[config.mk]
export PLATFORM = sky130hd
export DESIGN_NAME = game_ctrl
export DESIGN_NICKNAME = d
export VERILOG_FILES = /design/src/rtl/game_ctrl.sv
export SDC_FILE = /design/constraint.sdc
export NUM_CORES = 1
export LEC_CHECK = 0
export ABC_AREA = 0
export BUFFER_PORTS_ARGS = -buffer_cell sky130_fd_sc_hd__buf_4
export CAP_MARGIN = 20
export CORE_AREA = 2 2 93 95
export DETAILED_ROUTE_END_ITERATION = 8
export DIE_AREA = 0 0 95 97
export GPL_ROUTABILITY_DRIVEN = 0
export HOLD_SLACK_MARGIN = 0.02
export SLEW_MARGIN = 15
export SYNTH_ARGS = -nofsm -noshare
export SYNTH_HDL_FRONTEND = slang
export SYNTH_SLANG_ARGS = --single-unit
[constraint.sdc]
create_clock -name clk -period 5.9 [get_ports clk]
set_input_delay 1.475 -clock clk [delete_from_list [all_inputs] [get_ports clk]]
set_output_delay 1.475 -clock clk [all_outputs]
set_load 0.01 [all_outputs]
[src/rtl/game_ctrl.sv]
// Stacking-game sequencer: button synchronisers, game FSM, catch/miss detection,
// score and lives bookkeeping. All outputs come straight from flops.
module game_ctrl #(
    parameter int LIVES   = 3,
    parameter int ITEM_W  = 16,
    parameter int ITEM_H  = 16,
    parameter int STACK_W = 48,
    parameter int FLOOR_Y = 480,
    parameter int CLR_CYC = 4
) (
    input  logic       clk,
    input  logic       rst,
    input  logic       start,
    input  logic       pause,
    input  logic       fall_tick,
    input  logic [9:0] fall_x,
    input  logic [9:0] fall_y,
    input  logic [9:0] stack_x,
    input  logic [9:0] stack_top,
    output logic       dp_rst,
    output logic       run,
    output logic [2:0] state,
    output logic [9:0] score,
    output logic [1:0] lives,
    output logic       catch_pulse,
    output logic       miss_pulse,
    output logic       game_over
);

    typedef enum logic [2:0] {
        IDLE   = 3'd0,
        CLR    = 3'd1,
        PLAY   = 3'd2,
        PAUSED = 3'd3,
        OVER   = 3'd4
    } state_e;

    localparam int CW = $clog2(CLR_CYC + 1);

    // [0],[1] synchroniser, [2] previous sample for the edge detector.
    // Preset high so a button held across reset release cannot look like a rising edge.
    logic [2:0] start_sync_q, pause_sync_q;
    logic       start_e, pause_e;

    always_ff @(posedge clk or negedge rst) begin
        if (!rst) begin
            start_sync_q <= '1;
            pause_sync_q <= '1;
        end else begin
            start_sync_q <= {start_sync_q[1:0], start};
            pause_sync_q <= {pause_sync_q[1:0], pause};
        end
    end

    assign start_e = start_sync_q[1] & ~start_sync_q[2];
    assign pause_e = pause_sync_q[1] & ~pause_sync_q[2];

    logic [10:0] bottom;
    logic        overlap, catch_c, miss_c, rearm_c;

    assign bottom  = {1'b0, fall_y} + 11'(ITEM_H);
    assign overlap = (({1'b0, fall_x} + 11'(ITEM_W)) > {1'b0, stack_x}) &&
                     ({1'b0, fall_x} < ({1'b0, stack_x} + 11'(STACK_W)));
    assign catch_c = overlap && (bottom >= {1'b0, stack_top});
    assign miss_c  = !catch_c && (bottom >= 11'(FLOOR_Y));
    assign rearm_c = bottom < {1'b0, stack_top};

    state_e      state_q;
    logic [CW-1:0] cnt_q;
    logic [9:0]  score_q;
    logic [1:0]  lives_q;
    logic        armed_q, catch_q, miss_q, dp_rst_q, run_q, over_q;
    logic        go_clr;

    // Start restarts from every state except CLR, and beats pause and any tick.
    assign go_clr = start_e && (state_q != CLR);

    always_ff @(posedge clk or negedge rst) begin
        if (!rst) begin
            state_q  <= IDLE;
            cnt_q    <= '0;
            score_q  <= '0;
            lives_q  <= 2'(LIVES);
            armed_q  <= 1'b1;
            catch_q  <= 1'b0;
            miss_q   <= 1'b0;
            dp_rst_q <= 1'b1;
            run_q    <= 1'b0;
            over_q   <= 1'b0;
        end else begin
            catch_q <= 1'b0;
            miss_q  <= 1'b0;
            if (go_clr) begin
                state_q  <= CLR;
                cnt_q    <= '0;
                score_q  <= '0;
                lives_q  <= 2'(LIVES);
                armed_q  <= 1'b1;
                dp_rst_q <= 1'b1;
                run_q    <= 1'b0;
                over_q   <= 1'b0;
            end else begin
                case (state_q)
                    CLR: begin
                        if (cnt_q == CW'(CLR_CYC - 1)) begin
                            state_q  <= PLAY;
                            dp_rst_q <= 1'b0;
                            run_q    <= 1'b1;
                        end else begin
                            cnt_q <= cnt_q + 1'b1;
                        end
                    end
                    PLAY: begin
                        if (pause_e) begin
                            state_q <= PAUSED;
                            run_q   <= 1'b0;
                        end else if (fall_tick) begin
                            if (armed_q) begin
                                if (catch_c) begin
                                    catch_q <= 1'b1;
                                    armed_q <= 1'b0;
                                    if (score_q != '1) score_q <= score_q + 1'b1;
                                end else if (miss_c) begin
                                    miss_q  <= 1'b1;
                                    armed_q <= 1'b0;
                                    if (lives_q > 2'd1) begin
                                        lives_q <= lives_q - 1'b1;
                                    end else begin
                                        lives_q <= 2'd0;
                                        state_q <= OVER;
                                        run_q   <= 1'b0;
                                        over_q  <= 1'b1;
                                    end
                                end
                            end else if (rearm_c) begin
                                armed_q <= 1'b1;
                            end
                        end
                    end
                    PAUSED: begin
                        if (pause_e) begin
                            state_q <= PLAY;
                            run_q   <= 1'b1;
                        end
                    end
                    default: ;
                endcase
            end
        end
    end

    assign dp_rst      = dp_rst_q;
    assign run         = run_q;
    assign state       = state_q;
    assign score       = score_q;
    assign lives       = lives_q;
    assign catch_pulse = catch_q;
    assign miss_pulse  = miss_q;
    assign game_over   = over_q;

endmodule

### After elaboration in Yosys (flattened, before gate mapping)

Index checks and enable logic that the tools add are counted.

* register bits: 30
* input bits: 45
* logic and storage cells: 136

* add/subtract/negate cells: 6
* magnitude comparators: 6
* eq/ne operators: 17
* muxes and demuxes: 70
* bitwise logic cells: 4
* reductions and logical operators: 21

Operators with widths (count)
* $mux W10: 7
* $mux W1: 41
* $mux W3: 12
* $add A10 B5 Y11 const B: 2
* $ne A4 B4 Y1 const B: 5
* $mux W2: 8
* $reduce_bool A2 Y1: 8
* $reduce_and A6 Y1: 2
* $add A10 B6 Y11 const B: 1
* $ge A11 B10 Y1: 1
* $ge A11 B9 Y1 const B: 1
* $gt A11 B10 Y1: 1
* $lt A10 B11 Y1: 1
* $lt A11 B10 Y1: 1
* $add A10 B1 Y10 const B: 1
* $ne A10 B10 Y1 const B: 1
* $eq A3 B2 Y1 const B: 3
* $pmux W3 S3: 1
* $reduce_and A8 Y1: 1
* $reduce_and A7 Y1: 1
* $ne A3 B3 Y1 const B: 2
* $logic_and A1 B1 Y1: 4
* $ne A2 B1 Y1 const B: 2
* $ne A2 B2 Y1 const B: 2
* other kinds (12): 15

### Depth between registers and ports, before layout

* word-level depth: 13
* gate-level depth with buffers: 13
* depth with buffers taken out: 12

### Worst setup path after synthesis

Ideal clock, no wire load.

* kind: input to register
* start: in fall_y[4]
* end: reg lives_q[0], in the netlist lives[0]
* data arrival time: 3807 ps
* setup slack: 2029 ps
* stages: 12
* buffers on the path: 1
* cells stage by stage: ha_1 and3_4 xor2_1 ha_1 a21o_1 a32o_2 a211oi_4 a21oi_2 and3_1 clkbuf_2 or4b_1 nand3_1

* cells in the longest elaborated chain, start to end: 7
* elaborated cells between the ends (all ways): 9
* classes of those cells: 1 x add/sub; 2 x order compare; 1 x eq/ne; 5 x reduce/logical

Ends and longest elaborated chain
* start: declaration: RTL line 17 `input logic [9:0] fall_y,`
* $add A10 B5 Y11 (*): RTL line 61 `assign bottom = {1'b0, fall_y} + 11'(ITEM_H);`
* $ge A11 B10 Y1: RTL line 64 `assign catch_c = overlap && (bottom >= {1'b0, stack_top});`
* $logic_and A1 B1 Y1: RTL line 64
* $logic_not A1 Y1: RTL line 65 `assign miss_c = !catch_c && (bottom >= 11'(FLOOR_Y));`
* $logic_and A1 B1 Y1: RTL line 65
* $reduce_bool A2 Y1 (no line)
* $reduce_and A6 Y1 (no line) (*)
* end signal: assignment: RTL line 83 `lives_q <= 2'(LIVES);`
* end signal: assignment: RTL line 97 `lives_q <= 2'(LIVES);`
* end signal: assignment: RTL line 127 `lives_q <= lives_q - 1'b1;`
* end: declaration: RTL line 71 `logic [1:0] lives_q;`

Every way passes the cells marked *; elsewhere a longest branch is shown, timed or not.
A chain may end at the register's enable or synchronous reset.

### Final worst setup path

Same ends and word-level chain as after synthesis.

==> metrics.md <==
| Metric | Value |
|---|---|
| Multi-input logic area | 1520 um^2 |
| Port Buf Inserts | 64 |
| Die width | roughly 95 um |
| Maxcap violations | 0 |
| Final Cell Area | slightly above 3000 um^2 |
| Number of setup violations in the final report | 0 |
| Post-synth ARST share | 1.00 |
| Share of layout cells above drive strength 1 | 0.270 |
| Pwr/cell area | between 200 and 250 nW/um^2 |
| CP Max Fanout | 6 |
| Residual DRC | 0 |
| Worst Min Path Start | pause_sync_q[0] |
| Clock Latency Late Sink | between 0.2 and 0.3 ns |
| Clock Path Buffers | 2 |
| RSZ-0062 raised after global routing | no |
| Critical path data arrival time | 4.04 ns |
| Crit end category | register |
| Distinct cells, synth | 54 |
| FF-to-FF path depth | 7 |
| Clk sinks | 30 |
| Clock slew at reported path FFs | ~0.06 ns |
| Slew Limit Fails | 0 |
| Routed Antenna Nets | 0 |
| Worst IR drop on VDD | 0.000208 V |
| Initial antenna violation count | 0 |
| IO Count | 65 |
| Routed WL | approximately 5600 um |
| Clock power frac | 0.216 |
| Hold Crit Depth | 0 |
| Area Growth Syn to Fin | 28.2% |
| Reg2Reg Setup Slack | roughly 3.5 ns |
| Setup bufs post-CTS | 0 |
| Sw Ratio | 0.359 |
| Cell area after synthesis | ~2400 um^2 |
| Post-DR wirelength/cell | 12.6 um |
| CTS tree | built |
| Nets@finish | just over 400 |
| Total negative slack | 0 ns |
| FMAX | about 260 MHz |
| Number of flops mapped to enable cells by yosys | 0 |
| Total chip power | between 0.0007 and 0.0008 W |
| Global-route wire length before repair | approximately 9500 um |
| Worst slew pin tran | roughly 1.0 ns |
| Reg area | approximately 760 um^2 |
| Initial Utilization | 0.296 |
| Top_reg_cell synth | dfrtp_1 |
| Root Buffer | clkbuf_8 |
| YS warnings | 0 |
| Final hold viol count | 0 |
| Total number of vias | roughly 2200 |
| Tmin final | ~3.8 ns |
| HPWL reported at the end of detailed placement | about 4500 um |
| Endpoint, Worst Hold | pause_sync_q[1] |
| Total gr overflow | 0 |
| Avg Synthesized Cell Area | 8.96 um^2 |
| Normalized max-slew margin | 0.304 |
| Number of vias per cell | 4.88 |
| Drt initial violations | 81 |
| M2 GR Usage | 0.202 |
| Class of the worst hold path | register to register |
| # fillers | just over 800 |
| ANT cells | 0 |
| Run status | finished clean |
| Core box area | between 8000 and 9000 um^2 |
| Synth Register Bits | 30 |
| Reg2reg end | score[8] |
| RR Startpoint | state[2] |
| Period Utilization, post-route | 0.648 |
| Post-synthesis sequential area ratio | 0.317 |
| Cells after Synth | ~270 |
| Worst Path Required | just over 6 ns |
| Static leakage power | about 1.5 nW |
| Met3 Use GR | 0.0366 |
| Rows | 33 |
| Htree depth | 2 |
| Pint | around 0.00047 W |
| Gr busiest metal | met2 |
| Largest net degree at the start of global routing | 31 |
| CP startpoint kind | input pin |
| CTS resizes | 0 |
| Clock Skew | approximately 0.0066 ns |
| Met1 usage | 0.173 |
| First-pass DRT Iterations | 4 |
| Die ar. | 9220 um^2 |
| Min Hold Slack | 0.356 ns |
| Hold_buf cts | 0 |
| Critical path class | input pin to register |
| Crit path from | fall_y[4] |
| Vias in the first global route | 2098 |
| Total track usage | 0.127 |
| Syn Nets | around 350 |
| DP Area | ~3000 um^2 |
| Core Util, Final | 0.380 |
| Net Sw Power | roughly 0.00026 W |
| Die Span Y | around 97 um |
| Seq pwr share | 0.391 |
| Inserted Clock Buffers | 5 |
| Logic pwr share | 0.394 |
==> state kept, by name, summed over array words and instances, names as in the netlist, 2 cells and up <==
name          flops
state             3
lives             2
score            10
pause_sync_q      3
cnt_q             3
start_sync_q      3
==> Yosys cell counts (4+ instances only) <==
| cell type | instances | share of area |
|---|---|---|
| a21o_1 | 7 | 0.022 |
| nor2b_1 | 4 | 0.010 |
| dfrtp_1 | 20 | 0.21 |
| dfstp_2 | 10 | 0.11 |
| o21a_1 | 5 | 0.016 |
| o21ai_0 | 12 | 0.025 |
| a31oi_1 | 4 | 0.010 |
| nand3_1 | 16 | 0.033 |
| nor2_1 | 16 | 0.025 |
| a31o_1 | 4 | 0.015 |
| xnor2_1 | 10 | 0.036 |
| nand4_1 | 5 | 0.013 |
| xor2_1 | 5 | 0.018 |
| nand2_1 | 13 | 0.020 |
| nor3_1 | 7 | 0.015 |
| and3_1 | 9 | 0.023 |
| nand2b_1 | 5 | 0.013 |
| ha_1 | 33 | 0.17 |
| inv_1 | 29 | 0.045 |
| a21oi_1 | 14 | 0.029 |
==> routing by layer <==
metal	vias to the layer above	wire length (um)
li1	1094	-
met1	1017	2640
met2	44	2620
met3	4	290
met4	0	40
met5	-	0
==> layout make-up <==
cell class	instances	share of cell area
well taps	105	0.0425
repair buffers	64	0.156
inverters	31	0.0377
flip-flops and latches	30	0.247
multi-input cells	204	0.491
clock buffers	8	0.0259
==> logic make-up after synthesis <==
group,synth area share
and+or+nand+nor,0.200
AOI/OAI and AO/OA,0.189
buffers and inverters,0.0556
adders and majority gates,0.171
DFF,0.317
xor gates and xnor gates,0.0545
muxes,0.0125
==> worst max-delay path, stage by stage <==
cell and delay [ns]:
buf_4 0.13, ha_1 0.22, and3_4 0.20, xor2_1 0.15, ha_1 0.31, a21o_1 0.17
a32o_2 0.23, a211oi_4 0.18, a21oi_2 0.10, and3_1 0.26, or4b_1 0.51, nand3_1 0.09
==> cells in the final DEF, fill, tap and decap left out, types with 7 or more instances in the layout <==
master and instances:
o21ai_0 12, a21o_1 7, nor3_1 7, a21oi_1 14
inv_1 29, nand3_1 16, ha_1 33, dfstp_2 10
nand2_1 13, and3_1 9, dfrtp_1 20, buf_4 64
nor2_1 16, xnor2_1 10
==> power by group through the flow <==
| stage | Clock [W] | Sequential [W] | Combinational (W) |
|---|---|---|---|
| 3_3_place_gp | 0 | 0.000290 | 0.000288 |
| 2_1_floorplan | 0 | 0.000291 | 0.000182 |
| 3_5_place_dp | 0 | 0.000291 | 0.000292 |
| 5_1_grt | 0.000175 | 0.000295 | 0.000331 |
| 4_1_cts | 0.000165 | 0.000288 | 0.000294 |
| 6_report | 0.000159 | 0.000289 | 0.000291 |
==> metrics by stage <==
| stage | std cells | setup WS [ns] |
|---|---|---|
| floorplan | 269 | 2.03 |
| global placement | 434 | 1.83 |
| detailed placement | 434 | 1.76 |
| CTS | 442 | 2.08 |
| global route | 442 | 1.88 |
| finish | 442 | 2.08 |
==> worst max path at each step <==
stage,to,slack [ns],cells after the start
2_1_floorplan,lives[0],2.03,12
3_3_place_gp,score[8],1.83,12
3_5_place_dp,score[8],1.76,12
4_1_cts,lives[0],2.08,12
5_1_grt,score[8],1.88,12
6_report,lives[0],2.08,12
Power figures use the tool's default switching activity.
